--- src/rtl/wheel_score_tracker.sv ---
// Turn-based multi-player score tracker for the spinning wheel game.
// Tracks per-player scores, rotates turns and ends the game on a win or after MAX_ROUNDS rounds.
module wheel_score_tracker #(
    parameter int NUM_PLAYERS = 4,
    parameter int SCORE_W     = 4,
    parameter int PTS_W       = 2,
    parameter int WIN_SCORE   = 12,
    parameter int MAX_ROUNDS  = 8,
    parameter int SATURATE    = 0,
    localparam int PLAYER_W   = (NUM_PLAYERS > 1) ? $clog2(NUM_PLAYERS) : 1,
    localparam int ROUND_W    = $clog2(MAX_ROUNDS + 1)
) (
    input  logic                           clk,
    input  logic                           reset,
    input  logic                           enable,
    input  logic                           start,
    input  logic                           spin_valid,
    input  logic                           spin_bit,
    input  logic [PTS_W-1:0]               spin_points,
    output logic [NUM_PLAYERS*SCORE_W-1:0] score_flat,
    output logic [PLAYER_W-1:0]            current_player,
    output logic [ROUND_W-1:0]             round_count,
    output logic                           busy,
    output logic                           done,
    output logic [PLAYER_W-1:0]            winner,
    output logic                           tie
);

    typedef enum logic [1:0] {
        IDLE,
        PLAY,
        DONE
    } state_t;

    localparam int                 SUM_W       = SCORE_W + 1;
    localparam logic [31:0]        WIN_U       = 32'(WIN_SCORE);
    localparam logic [PLAYER_W-1:0] LAST_PLAYER = PLAYER_W'(NUM_PLAYERS - 1);
    localparam logic [ROUND_W-1:0] ROUND_LIMIT = ROUND_W'(MAX_ROUNDS);

    state_t               state_q, state_d;
    logic [SCORE_W-1:0]   score_q [NUM_PLAYERS];
    logic [SCORE_W-1:0]   score_d [NUM_PLAYERS];
    logic [PLAYER_W-1:0]  cur_q, cur_d;
    logic [ROUND_W-1:0]   round_q, round_d;
    logic [PLAYER_W-1:0]  winner_q, winner_d;
    logic                 tie_q, tie_d;

    logic [SUM_W-1:0]     sum;
    logic [SCORE_W-1:0]   hit_score;
    logic [SCORE_W-1:0]   new_score;
    logic                 last_turn;
    logic [SCORE_W-1:0]   best;
    logic [PLAYER_W-1:0]  best_idx;
    logic                 dup;

    always_ff @(posedge clk or posedge reset) begin
        if (reset) begin
            state_q <= IDLE;
        end else begin
            state_q <= state_d;
        end
    end

    always_comb begin
        state_d   = state_q;
        score_d   = score_q;
        cur_d     = cur_q;
        round_d   = round_q;
        winner_d  = winner_q;
        tie_d     = tie_q;
        best      = '0;
        best_idx  = '0;
        dup       = 1'b0;

        // The sum carries one extra bit so saturation can see the overflow.
        sum       = SUM_W'(score_q[cur_q]) + SUM_W'(spin_points);
        if (SATURATE != 0) begin
            hit_score = sum[SCORE_W] ? {SCORE_W{1'b1}} : sum[SCORE_W-1:0];
        end else begin
            hit_score = sum[SCORE_W-1:0];
        end
        new_score = spin_bit ? score_q[cur_q] : hit_score;
        last_turn = (cur_q == LAST_PLAYER);

        case (state_q)
            IDLE, DONE: begin
                if (enable && start) begin
                    state_d = PLAY;
                    for (int p = 0; p < NUM_PLAYERS; p++) begin
                        score_d[p] = '0;
                    end
                    cur_d    = '0;
                    round_d  = '0;
                    winner_d = '0;
                    tie_d    = 1'b0;
                end
            end
            PLAY: begin
                if (enable && spin_valid) begin
                    score_d[cur_q] = new_score;
                    cur_d = last_turn ? '0 : cur_q + PLAYER_W'(1);
                    if (last_turn) begin
                        round_d = round_q + ROUND_W'(1);
                    end
                    if (32'(new_score) >= WIN_U) begin
                        state_d  = DONE;
                        winner_d = cur_q;
                        tie_d    = 1'b0;
                    end else if (last_turn && (round_q + ROUND_W'(1) == ROUND_LIMIT)) begin
                        // Lowest index wins among equal maxima; any repeat of the maximum is a tie.
                        state_d  = DONE;
                        best     = score_d[0];
                        best_idx = '0;
                        dup      = 1'b0;
                        for (int p = 1; p < NUM_PLAYERS; p++) begin
                            if (score_d[p] > best) begin
                                best     = score_d[p];
                                best_idx = PLAYER_W'(p);
                                dup      = 1'b0;
                            end else if (score_d[p] == best) begin
                                dup = 1'b1;
                            end
                        end
                        winner_d = best_idx;
                        tie_d    = dup;
                    end
                end
            end
            default: state_d = IDLE;
        endcase
    end

    always_ff @(posedge clk or posedge reset) begin
        if (reset) begin
            for (int p = 0; p < NUM_PLAYERS; p++) begin
                score_q[p] <= '0;
            end
            cur_q    <= '0;
            round_q  <= '0;
            winner_q <= '0;
            tie_q    <= 1'b0;
        end else begin
            score_q  <= score_d;
            cur_q    <= cur_d;
            round_q  <= round_d;
            winner_q <= winner_d;
            tie_q    <= tie_d;
        end
    end

    always_comb begin
        score_flat = '0;
        for (int p = 0; p < NUM_PLAYERS; p++) begin
            score_flat[p*SCORE_W +: SCORE_W] = score_q[p];
        end
    end

    assign current_player = cur_q;
    assign round_count    = round_q;
    assign winner         = winner_q;
    assign tie            = tie_q;
    assign busy           = (state_q == PLAY);
    assign done           = (state_q == DONE);

endmodule

--- config.mk ---
export PLATFORM = sky130hd
export DESIGN_NAME = wheel_score_tracker
export DESIGN_NICKNAME = d
export VERILOG_FILES = /design/src/rtl/wheel_score_tracker.sv
export SDC_FILE = /design/constraint.sdc
export NUM_CORES = 1
export LEC_CHECK = 0
export BUFFER_PORTS_ARGS = -buffer_cell sky130_fd_sc_hd__buf_2
export CAP_MARGIN = 20
export CELL_PAD_IN_SITES_DETAIL_PLACEMENT = 1
export CELL_PAD_IN_SITES_GLOBAL_PLACEMENT = 2
export CORE_MARGIN = 5
export CORE_UTILIZATION = 31
export CTS_CLUSTER_DIAMETER = 30
export DETAILED_ROUTE_END_ITERATION = 7
export GPL_TIMING_DRIVEN = 0
export PLACE_DENSITY = 0.76
export SYNTH_ARGS = -nofsm -noshare
export SYNTH_HDL_FRONTEND = slang
export SYNTH_SLANG_ARGS = --single-unit
--- constraint.sdc ---
create_clock -name clk -period 6.25 [get_ports clk]
set_clock_uncertainty 0.1 [all_clocks]
set_input_delay 1.875 -clock clk [delete_from_list [all_inputs] [get_ports clk]]
set_output_delay 1.875 -clock clk [all_outputs]
set_load 0.05 [all_outputs]
Yosys cells after proc, flatten, opt, wreduce, memory -nomap -nowiden
Cells that the tools add are included.
{"block": "totals", "reg_bits": 27, "latchBits": 0, "ram_bits": 0, "mem_bits_ro": 0, "n_memories": 0}
{"block": "op_classes", "add_sub_neg": 3, "multipliers": 0, "div_mod_pow": 0, "n_lt_le_gt_ge": 6, "eq_ne": 11, "n_shift": 0, "mux": 51, "n_bitwise": 1, "reduce_logical": 11}
{"op": "$mux 4", "count": 17}
{"op": "$mux 16", "count": 2}
{"op": "$pmux 16 s2", "count": 1}
{"op": "$mux 2", "count": 12}
{"op": "$bwmux 16", "count": 1}
{"op": "$eq 4x4->1", "count": 3}
{"op": "$gt 4x4->1", "count": 3}
{"op": "$pmux 2 s2", "count": 3}
{"op": "$mux 1", "count": 11}
{"op": "$bmux 4 s2", "count": 1}
{"op": "$demux 4 s2", "count": 1}
{"op": "$pmux 4 s2", "count": 1}
{"op": "$reduce_and 4->1", "count": 2}
{"op": "$reduce_and 3->1", "count": 2}
{"op": "$add 4x1->4 const B", "count": 1}
{"op": "$add 4x2->4", "count": 1}
{"op": "$eq 2x2->1 const B", "count": 2}
{"op": "$eq 4x4->1 const B", "count": 1}
{"op": "$ge 4x4->1 const B", "count": 1}
{"op": "$logic_and 1x1->1", "count": 4}
{"op": "$ne 2x1->1 const B", "count": 2}
{"op": "$ge 3x3->1 const B", "count": 1}
{"op": "$lt 3x1->1 const B", "count": 1}
{"op": "$ne 3x1->1 const B", "count": 1}
{"op": "other kinds (8)", "count": 8}

Logic depth before layout (Yosys ltp)
Gate-level depths: netlist of the first run.
{"block": "logic_depth", "depth_word": 26, "ltp_mapped": 32, "mapped_depth_nobuf": 30}

Least setup slack after synthesis of the first run
OpenSTA, ideal clock, no wires.
{"block": "synth_path", "path_kind": "in2reg", "from": "in spin_points[0]", "to": "reg winner_q[0], in the netlist winner[0]", "setup_ns": 0.137, "arrival_time_ns": 7.220, "setup_slack_ns": -1.207, "cell_stages": 28, "cell_sequence": "ha_1 fa_1 mux2i_1 a21oi_1 inv_1 ha_1 nor2b_1 o21ai_0 mux2_2 o211a_1 o21ai_2 a21oi_2 mux2i_1 ha_1 nor2b_1 o21a_1 o21a_1 o21a_1 or4_1 o2111ai_1 ha_1 nor2b_1 o21a_1 o21a_1 o21ai_0 o311ai_0 a31oi_1 o41ai_1"}
{"block": "synth_between", "elab_chain_len": 21, "word_cells_on_any_way": 26, "cone_classes": "add/sub: 1; order compare: 4; eq/ne: 1; mux: 19; reduce/logical: 1"}
{"item": "start, declared", "line": "19", "source": "input logic [PTS_W-1:0] spin_points,"}
{"item": "$add 4x2->4 (*)", "line": "76", "source": "sum = SUM_W'(score_q[cur_q]) + SUM_W'(spin_points);"}
{"item": "$mux 4 (*)", "line": "82", "source": "new_score = spin_bit ? score_q[cur_q] : hit_score;"}
{"item": "$bwmux 16", "line": "100", "source": "score_d[cur_q] = new_score;"}
{"item": "$gt 4x4->1", "line": "116", "source": "if (score_d[p] > best) begin"}
{"item": "$mux 4", "line": "116"}
{"item": "$mux 4", "line": "109", "source": "end else if (last_turn && (round_q + ROUND_W'(1) == ROUND_LIMIT)) begin"}
{"item": "$mux 4", "line": "105", "source": "if (32'(new_score) >= WIN_U) begin"}
{"item": "$mux 4", "line": "99", "source": "if (enable && spin_valid) begin"}
{"item": "[... 5 more ...]"}
{"item": "$mux 4", "line": "99"}
{"item": "$mux 4", "line": "85", "source": "case (state_q)"}
{"item": "$gt 4x4->1", "line": "116"}
{"item": "$mux 2", "line": "116"}
{"item": "$mux 2", "line": "109"}
{"item": "$mux 2", "line": "105"}
{"item": "$mux 2", "line": "99"}
{"item": "$pmux 2 s2", "line": "85"}
{"item": "end signal, assigned", "line": "146", "source": "winner_q <= winner_d;"}
{"item": "end, declared", "line": "45", "source": "logic [PLAYER_W-1:0] winner_q, winner_d;"}
Every way passes the cells marked *; elsewhere a longest branch is shown, timed or not. The select of a mux whose other input is x is not followed.
A chain may end at the register's enable or synchronous reset.

Worst setup path in the final report of the first run
Ends and elaborated chain as after synthesis.

==> results of run 1 <==
## cell type report
| cell class | count | area [sq um] | area share (%) |
|---|---|---|---|
| buffer | 8 | 56.30 | 1.965 |
| clock buffer | 3 | 41.29 | 1.441 |
| clock inverter | 1 | 8.758 | 0.3057 |
| inverter | 13 | 48.80 | 1.703 |
| multi-input combinational | 204 | 1594 | 55.63 |
| sequential | 27 | 675.6 | 23.58 |
| tap | 96 | 120.1 | 4.192 |
| timing repair buffer | 50 | 320.3 | 11.18 |
## flip-flops by register name, summed over array words and instances, names as in the netlist
signal          flops
state_q             2
winner              2
score_flat         16
current_player      2
round_count         4
tie                 1
## per-layer routing
metal  GRT usage (%)  vias to the layer above  part of all wire [%]
li1                -                     1034                     -
met1           24.24                     1069                    50
met2           29.37                       30                    47
met3           1.673                        7                   2.2
met4           3.129                        0                   1.2
met5               0                        -                     0
## worst max-delay path: stages
cell and delay (ns):
buf_6 0.10, ha_4 0.15, fa_1 0.47, mux2i_4 0.27, a21oi_4 0.12, ha_4 0.29
nor2b_4 0.15, o21ai_2 0.05, mux2_4 0.28, o211a_1 0.15, o21ai_4 0.17, a21oi_4 0.08
mux2i_2 0.22, ha_1 0.31, nor2b_1 0.13, o21a_1 0.16, o21a_1 0.21, o21a_4 0.21
or4_4 0.50, o2111ai_4 0.10, ha_4 0.24, nor2b_4 0.12, o21a_1 0.16, o21a_1 0.17
o21ai_2 0.15, o311ai_1 0.12, a31oi_1 0.22, o41ai_1 0.08
## timing repair
action,4_1_cts,5_1_grt
resized for setup,16,5
setup endpoints to repair,3,3
pin swaps,13,3
hold buffers,0,0
setup buffers,11,4
## cell usage in the layout (no fill, tap or decap), types with 5 or more instances in the layout
cell | synthesis | layout
a21oi_1 | 9 | 7
a22o_1 | 6 | 6
a31oi_1 | 5 | 5
buf_2 | 0 | 33
buf_4 | 1 | 15
buf_6 | 3 | 5
dfrtp_1 | 27 | 27
ha_1 | 18 | 15
inv_1 | 13 | 12
nand2_1 | 39 | 39
nand3_1 | 6 | 5
nor2_1 | 20 | 20
o21ai_0 | 31 | 28
xnor2_1 | 5 | 5
## final timing paths
kind | end | slack (ns) | depth (start not counted)
min in group asynchronous | score_flat[15]$_DFFE_PP0P_ | 1.45 | 2
setup / recovery | winner[0]$_DFFE_PP0P_ | -0.93 | 28
max in group asynchronous | score_flat[5]$_DFFE_PP0P_ | 4.15 | 3
hold / removal | winner[1]$_DFFE_PP0P_ | 0.40 | 2
setup reg to reg | winner[0]$_DFFE_PP0P_ | -0.65 | 29
hold reg to reg | winner[1]$_DFFE_PP0P_ | 0.40 | 2
## stage by stage
| step | hold slack (ns) | setup WS [ns] |
|---|---|---|
| after floorplan | 0.4514 | -0.9264 |
| after global placement | 0.3724 | -1.731 |
| after detailed placement | 0.3798 | -1.788 |
| after CTS | 0.4081 | -0.9783 |
| after global routing | 0.4441 | -1.220 |
| final | 0.3998 | -0.9305 |
## synth_stat cells (2+ instances only)
master / n
buf_6: 3
nand3_1: 6
nor2_1: 20
a21o_1: 2
mux4_1: 2
nor3_1: 2
o21a_1: 5
nand4_1: 4
a21oi_1: 9
nand2_1: 39
xnor2_1: 5
nor2b_1: 6
o21ai_0: 31
mux2i_1: 7
o2111ai_1: 2
a22o_1: 6
dfrtp_1: 27
a31oi_1: 5
ha_1: 18
or4_1: 4
clkbuf_1: 4
inv_1: 13
mux4_2: 2
## logic make-up (layout without fill, tap and decap cells)
logic type,count (synthesis),count (layout),synth area share (%)
DFF,27,27,30.63
adders and majority gates,19,19,11.12
muxes,12,12,8.111
xor gates and xnor gates,7,7,3.630
and+or+nand+nor,90,90,19.17
buffers and inverters,21,75,4.765
AOI/OAI and AO/OA,76,76,22.58
==> results.sh, run 1 <==
export IMPL_critical_path_class="in -> reg"
export IMPL_crit_fanout=4
export IMPL_ios=35
export IMPL_finalCritPeriodShare_pct=114.9
export IMPL_tns_ns=-2.754
export IMPL_globalplace_congestion=0.8544
export IMPL_drt_pass1_iterations=4
export IMPL_fmax_ghz=0.1393
export IMPL_grt_pass1_wl_um=11950
export IMPL_slew_limit_headroom_pct=15.89
export IMPL_cp_arrival_ns=7.25
export IMPL_r2r_start="current_player[0]$_DFFE_PP0P_"
export IMPL_status="finished, violations left"
export IMPL_drtIter0Drc=69
export IMPL_die_w_um=94.36
export IMPL_rows=30
export IMPL_dpl_cell_area_sq_um=2577
export IMPL_vias_per_cell=5.323
export IMPL_synthArstFlopShare_pct=100.0
export IMPL_final_core_util_pct=41.71
export IMPL_clockBufferDepth=2
export IMPL_worstPathRequired_ns=6.31
export IMPL_drc=0
export IMPL_wl_um=7274
export IMPL_dieArea_sq_um=8903
export IMPL_hold_viol_final=0
export IMPL_cp_start_kind="primary input"
export IMPL_n_antenna_cell=0
export IMPL_synth_avg_cell_area_sq_um=8.753
export IMPL_synthFlopType="dfrtp_1"
export IMPL_grt_pass1_vias=2228
export IMPL_syn_inst=252
export IMPL_rsz0062_at_grt="yes"
export IMPL_hold_class="reg -> reg"
export IMPL_port_buffers=34
export IMPL_yosysUniqueCellTypes=53
export IMPL_yosysTopAreaCell="dfrtp_1"
export IMPL_syn_num_nets=279
export IMPL_final_nets=334
export IMPL_yosysWarnings=0
export IMPL_grt_ovfl_total=0
export IMPL_core_sq_um=6869
export IMPL_clk_latency_ns=0.29
export IMPL_ys_seq_area_share_pct=30.63
export IMPL_nFillCells=820
export IMPL_cts_tree="built"
export IMPL_min_delay_start="winner[1]$_DFFE_PP0P_"
export IMPL_synth_edf_count=0
export IMPL_finalSetupViolCount=3
export IMPL_instances_no_fill=402
export IMPL_drt_antenna_violating_nets=0
export IMPL_syn_to_final_growth_pct=29.89
export IMPL_clk_pin_slew_worst_paths_ns=0.11
export IMPL_clkSinkCount=27
export IMPL_min_period_ns=7.180
export IMPL_post_dp_hpwl_um=5561
export IMPL_synth_top_area_share_pct=30.63
export IMPL_cts_buffers=3
export IMPL_crit_path_start="spin_points[0]"
export IMPL_grtUsageTotal_pct=17.35
export IMPL_violations="setup timing"
export IMPL_placedCellCount=383
export IMPL_final_cell_area_sq_um=2865
export IMPL_max_cap_violations=0
export IMPL_cts_root_buf="clkbuf_8"
export IMPL_synth_area_sq_um=2206
export IMPL_synth_area_leaders="dfrtp_1 (31%), ha_1 (10%), o21ai_0 (7.0%)"
export IMPL_setup_ws_ns=-0.9305
export IMPL_fp_dieH_um=94.36
export IMPL_h_tree_depth=1
export IMPL_ys_seq_elements=27
export IMPL_report_final_slew_viol_count=0
export IMPL_start_util_pct=32.11
export IMPL_vias=2140
export IMPL_antenna_found_initial=0
export IMPL_grt_max_degree=20
export IMPL_cp_end_kind="flip-flop"
export IMPL_drive_gt1_share_pct=29.41
export IMPL_worst_slew_pin_slew_ns=1.262
export IMPL_drt_wirelength_per_cell_um=18.09
Power of run 1 is not shown: default switching activity piles up to over one toggle a cycle in this logic, so the estimate is an artifact.
==> inputs of run 2 (changes only) <==
CORE_MARGIN = 8   (was 5)
CTS_CLUSTER_DIAMETER = 60   (was 30)
==> results.sh, run 2 (synthesis gave the netlist of run 1 again) <==
export IMPL_status="finished, violations left"
export IMPL_violations="setup timing"
export IMPL_drtIter0Drc=74
export IMPL_fp_dieH_um=100.4
export IMPL_ios=35
export IMPL_drive_gt1_share_pct=30.29
export IMPL_min_period_ns=7.235
export IMPL_h_tree_depth=1
export IMPL_crit_path_start="spin_points[0]"
export IMPL_fmax_ghz=0.1382
export IMPL_grt_max_degree=28
export IMPL_rsz0062_at_grt="yes"
export IMPL_cp_end_kind="flip-flop"
export IMPL_grtUsageTotal_pct=16.10
export IMPL_hold_viol_final=0
export IMPL_final_cell_area_sq_um=2895
export IMPL_max_cap_violations=0
export IMPL_critical_path_class="in -> reg"
export IMPL_cts_root_buf="clkbuf_8"
export IMPL_core_sq_um=6832
export IMPL_cp_endpoint="winner[0]$_DFFE_PP0P_"
export IMPL_drt_antenna_violating_nets=0
export IMPL_vias_per_cell=5.285
export IMPL_clk_pin_slew_worst_paths_ns=0.09
export IMPL_cp_arrival_ns=7.27
export IMPL_layout_common_cells="nand2_1 (39), buf_2 (33), o21ai_0 (28)"
export IMPL_n_antenna_cell=0
export IMPL_cp_start_kind="primary input"
export IMPL_holdWs_ns=0.3823
export IMPL_largest_reg_flops=16
export IMPL_clockBufferDepth=2
export IMPL_final_common_cell="nand2_1"
export IMPL_die_w_um=100.4
export IMPL_rows=30
export IMPL_grt_pass1_vias=2324
export IMPL_antenna_found_initial=0
export IMPL_ctsHoldBuffers=0
export IMPL_reg2reg_to="winner[0]$_DFFE_PP0P_"
export IMPL_crit_fanout=3
export IMPL_slew_limit_headroom_pct=25.06
export IMPL_setup_ws_ns=-0.9848
export IMPL_dieArea_sq_um=10070
export IMPL_port_buffers=34
export IMPL_clkSinkCount=27
export IMPL_drt_pass1_iterations=4
export IMPL_report_final_slew_viol_count=0
export IMPL_start_util_pct=32.29
export IMPL_cts_buffers=3
export IMPL_drc=0
export IMPL_ff2ff_setup_slack_ns=-0.69
export IMPL_dpl_cell_area_sq_um=2550
export IMPL_worst_slew_pin_slew_ns=1.124
export IMPL_grt_pass1_wl_um=12790
export IMPL_finalCritPeriodShare_pct=115.8
export IMPL_syn_to_final_growth_pct=31.25
export IMPL_vias=2130
export IMPL_finalSetupViolCount=3
export IMPL_post_dp_hpwl_um=5699
export IMPL_reg2reg_depth=29
export IMPL_clk_latency_ns=0.28
export IMPL_cts_tree="built"
export IMPL_final_nets=335
export IMPL_worstPathRequired_ns=6.28
export IMPL_final_core_util_pct=42.38
export IMPL_wl_um=7682
export IMPL_drt_wirelength_per_cell_um=19.06
export IMPL_r2r_start="current_player[0]$_DFFE_PP0P_"
export IMPL_globalplace_congestion=0.7911
export IMPL_hold_class="reg -> reg"
export IMPL_nFillCells=824
export IMPL_grt_ovfl_total=0
-- run 2: cell types whose count changed in the layout (fill, tap and decap cells not counted), sizes merged --
cell	before	now
buf	54	55
inv	14	13
clkinv	0	1
-- run 2: how the worst min path moves through the flow --
stage	start	end	slack, ns	depth (start not counted)
after floorplan	state_q[1]$_DFFE_PP0P_	current_player[0]$_DFFE_PP0P_	0.45	2
after global placement	tie$_DFFE_PP0P_	tie$_DFFE_PP0P_	0.37	2
after detailed placement	winner[0]$_DFFE_PP0P_	winner[0]$_DFFE_PP0P_	0.37	2
after CTS	winner[0]$_DFFE_PP0P_	winner[0]$_DFFE_PP0P_	0.39	2
after global routing	tie$_DFFE_PP0P_	tie$_DFFE_PP0P_	0.43	2
final	winner[0]$_DFFE_PP0P_	winner[0]$_DFFE_PP0P_	0.38	2
-- run 2: through the flow --
step	worst slack (ns)	TNS (ns)	instances
final	-0.9848	-2.908	403
after global routing	-1.282	-3.769	403
after global placement	-1.768	-4.854	382
after floorplan	-0.9264	-2.607	252
after CTS	-0.9834	-2.845	400
after detailed placement	-1.819	-5.049	382
-- run 2: critical path: stages --
cell       delay (ns)
buf_6            0.10
ha_4             0.15
fa_1             0.47
mux2i_4          0.27
a21oi_4          0.12
ha_4             0.29
nor2b_4          0.13
o21ai_1          0.06
mux2_4           0.28
o211a_1          0.16
o21ai_4          0.19
a21oi_4          0.08
mux2i_1          0.22
ha_1             0.27
nor2b_4          0.13
o21a_1           0.16
o21a_1           0.19
o21a_4           0.20
or4_4            0.49
o2111ai_4        0.14
ha_4             0.24
nor2b_4          0.12
o21a_1           0.16
o21a_1           0.17
o21ai_2          0.14
o311ai_2         0.12
a31oi_2          0.24
o41ai_2          0.08
-- run 2: final cells by class --
| type | count | area, sq um | area share [%] |
|---|---|---|---|
| plain buffers | 8 | 56.30 | 1.945 |
| repair buffers | 51 | 324.1 | 11.19 |
| clock buffers | 3 | 41.29 | 1.426 |
| well taps | 96 | 120.1 | 4.149 |
| inverters | 13 | 48.80 | 1.685 |
| multi-input cells | 204 | 1624 | 56.09 |
| flip-flops and latches | 27 | 675.6 | 23.34 |
| clock inverters | 1 | 5.005 | 0.1729 |
-- run 2: metal layers --
metal  part of all wire [%]  track usage, %  up-vias
met2                     50           27.28       41
met3                    3.8           2.907        4
met4                   0.55           3.256        0
li1                       -               -     1030
met1                     46           20.71     1055
met5                      0               0        -
-- run 2: timing repair --
item / in CTS / in global routing
setup endpoints to repair: 3 / 3
pin swaps: 13 / 10
buffers inserted: 14 / 2
resized for setup: 10 / 15
Power of run 2 is left out for the same reason.
==> inputs of run 3 (changes only) <==
ABC_AREA = 1   (was not set)
CORE_UTILIZATION = 29   (was 31)
==> results.sh, run 3 <==
export IMPL_syn_num_nets=340
export IMPL_port_buffers=34
export IMPL_crit_fanout=6
export IMPL_grtUsageTotal_pct=13.52
export IMPL_tns_ns=0
export IMPL_syn_inst=313
export IMPL_finalSetupViolCount=0
export IMPL_grt_pass1_vias=2364
export IMPL_finalCritPeriodShare_pct=96.39
export IMPL_ys_seq_elements=27
export IMPL_core_sq_um=7607
export IMPL_holdWs_ns=0.3936
export IMPL_worstPathRequired_ns=6.38
export IMPL_netlist_top_cells_count="nand2_1 (80), inv_1 (49), o21ai_0 (28)"
export IMPL_wl_met3_um=227
export IMPL_synth_edf_count=0
export IMPL_highest_layer="met4"
export IMPL_drt_antenna_violating_nets=0
export IMPL_vias_per_cell=4.768
export IMPL_grt_max_degree=17
export IMPL_slew_limit_headroom_pct=50.34
export IMPL_grt_ovfl_total=0
export IMPL_route_met2_wl_um=3691
export IMPL_hold_class="reg -> reg"
export IMPL_die_w_um=103.9
export IMPL_ys_seq_area_share_pct=30.18
export IMPL_synth_area_leaders="dfrtp_1 (30%), nand2_1 (13%), ha_1 (10%)"
export IMPL_rows=32
export IMPL_path_buf_inv=6
export IMPL_final_common_cell="nand2_1"
export IMPL_yosysTopAreaCell="dfrtp_1"
export IMPL_synth_top_area_share_pct=30.18
export IMPL_ios=35
export IMPL_h_tree_depth=1
export IMPL_antenna_found_initial=0
export IMPL_drive_gt1_share_pct=28.97
export IMPL_clk_pin_slew_worst_paths_ns=0.10
export IMPL_dieArea_sq_um=10790
export IMPL_synth_avg_cell_area_sq_um=7.151
export IMPL_status="finished clean"
export IMPL_synth_top_family_by_area="simple AND/OR/NAND/NOR gates"
export IMPL_hold_viol_final=0
export IMPL_drt_wirelength_per_cell_um=15.73
export IMPL_crit_slowest_cell="fa_1"
export IMPL_drtIter0Drc=40
export IMPL_fp_dieH_um=103.9
export IMPL_synth_xor_area_share_pct=0.7826
export IMPL_cts_root_buf="clkbuf_8"
export IMPL_synthFlopType="dfrtp_1"
export IMPL_synth_most_common_cell="nand2_1"
export IMPL_cp_arrival_ns=6.15
export IMPL_cpLargestDelayFamily="simple AND/OR/NAND/NOR gates"
export IMPL_synth_compound_area_share_pct=15.76
export IMPL_start_util_pct=29.42
export IMPL_synthSimpleGateAreaFrac_pct=31.81
export IMPL_max_stage_delay_ns=0.54
export IMPL_grt_pass1_wl_um=11890
export IMPL_worst_slew_pin_slew_ns=0.7442
export IMPL_yosysWarnings=0
export IMPL_globalplace_congestion=0.7845
export IMPL_drt_pass1_iterations=4
export IMPL_synth_area_sq_um=2238
export IMPL_clockBufferDepth=2
export IMPL_post_dp_hpwl_um=5881
export IMPL_layout_common_cells="nand2_1 (79), inv_1 (46), buf_2 (36)"
export IMPL_cts_buffers=3
export IMPL_cts_tree="built"
export IMPL_drt_met1_wl_um=3270
export IMPL_largest_reg_flops=16
export IMPL_max_cap_violations=0
export IMPL_critical_path_class="in -> reg"
export IMPL_cp_end_kind="flip-flop"
export IMPL_synthAdderAreaFrac_pct=10.96
export IMPL_vias=2198
export IMPL_yosysUniqueCellTypes=35
export IMPL_final_nets=387
export IMPL_synthArstFlopShare_pct=100.0
export IMPL_synth_mux_area_fraction_pct=0.4472
export IMPL_final_core_util_pct=36.18
export IMPL_fmax_ghz=0.1660
export IMPL_drc=0
export IMPL_n_antenna_cell=0
export IMPL_cp_start_kind="primary input"
export IMPL_syn_to_final_growth_pct=22.97
export IMPL_report_final_slew_viol_count=0
export IMPL_wl_um=7252
export IMPL_clk_latency_ns=0.28
export IMPL_min_period_ns=6.024
export IMPL_clkSinkCount=27
## run 3: worst paths after layout
| kind | startpoint | end | slack, ns | depth (start not counted) |
|---|---|---|---|---|
| worst min register to register | winner[0]$_DFFE_PP0P_ | winner[0]$_DFFE_PP0P_ | 0.39 | 2 |
| max in group asynchronous | reset | score_flat[8]$_DFFE_PP0P_ | 3.92 | 3 |
| worst min-delay path | winner[0]$_DFFE_PP0P_ | winner[0]$_DFFE_PP0P_ | 0.39 | 2 |
| worst max-delay path | spin_points[0] | tie$_DFFE_PP0P_ | 0.23 | 30 |
| worst max register to register | current_player[1]$_DFFE_PP0P_ | tie$_DFFE_PP0P_ | 0.72 | 34 |
| min in group asynchronous | reset | score_flat[3]$_DFFE_PP0P_ | 1.60 | 2 |
## run 3: area by class of cell
cell class              count  area (sq um)
fillers                   978          4855
clock buffers               3         41.29
flip-flops and latches     27         675.6
plain buffers               4         21.27
clock inverters             1         7.507
repair buffers             42         250.2
well taps                 102         127.6
multi-input cells         228          1425
inverters                  54         203.9
## run 3: per-stage QoR
stage | instance area [sq um] | setup slack, ns | instances
global placement | 2536 | -0.7665 | 449
floorplan | 2238 | 0.1513 | 313
CTS | 2635 | 0.003082 | 454
finish | 2753 | 0.2259 | 461
global route | 2753 | -0.07224 | 461
detailed placement | 2564 | -0.7689 | 450
## run 3: cells by family after synthesis
family | Yosys count
buf+inv | 58
xor+xnor | 2
compound gates | 62
mux | 1
fa+ha+maj | 19
flops | 27
simple gates | 144
## run 3: layer usage
layer | global-route usage, % | up-vias
met5 | 0 | -
met4 | 1.861 | 0
met3 | 2.788 | 6
met2 | 24.43 | 33
met1 | 16.36 | 1048
li1 | - | 1111
## run 3: worst reg2reg max path, delay by kind of cell, from the launching register on
| family | cells | cell delay [ns] |
|---|---|---|
| and+or+nand+nor | 13 | 1.46 |
| adders and majority gates | 5 | 1.33 |
| AOI/OAI and AO/OA | 9 | 1.32 |
| buffers and inverters | 7 | 0.66 |
| DFF | 1 | 0.61 |
## run 3: what timing repair did
| item | 4_1_cts | 5_1_grt |
|---|---|---|
| buffers inserted | 0 | 7 |
| gates cloned | 0 | 0 |
| pin swaps | 0 | 9 |
| hold buffers | 0 | 0 |
| endpoints found under the setup margin | 3 | 3 |
| resized for setup | 6 | 20 |
Power of run 3 is left out for the same reason.
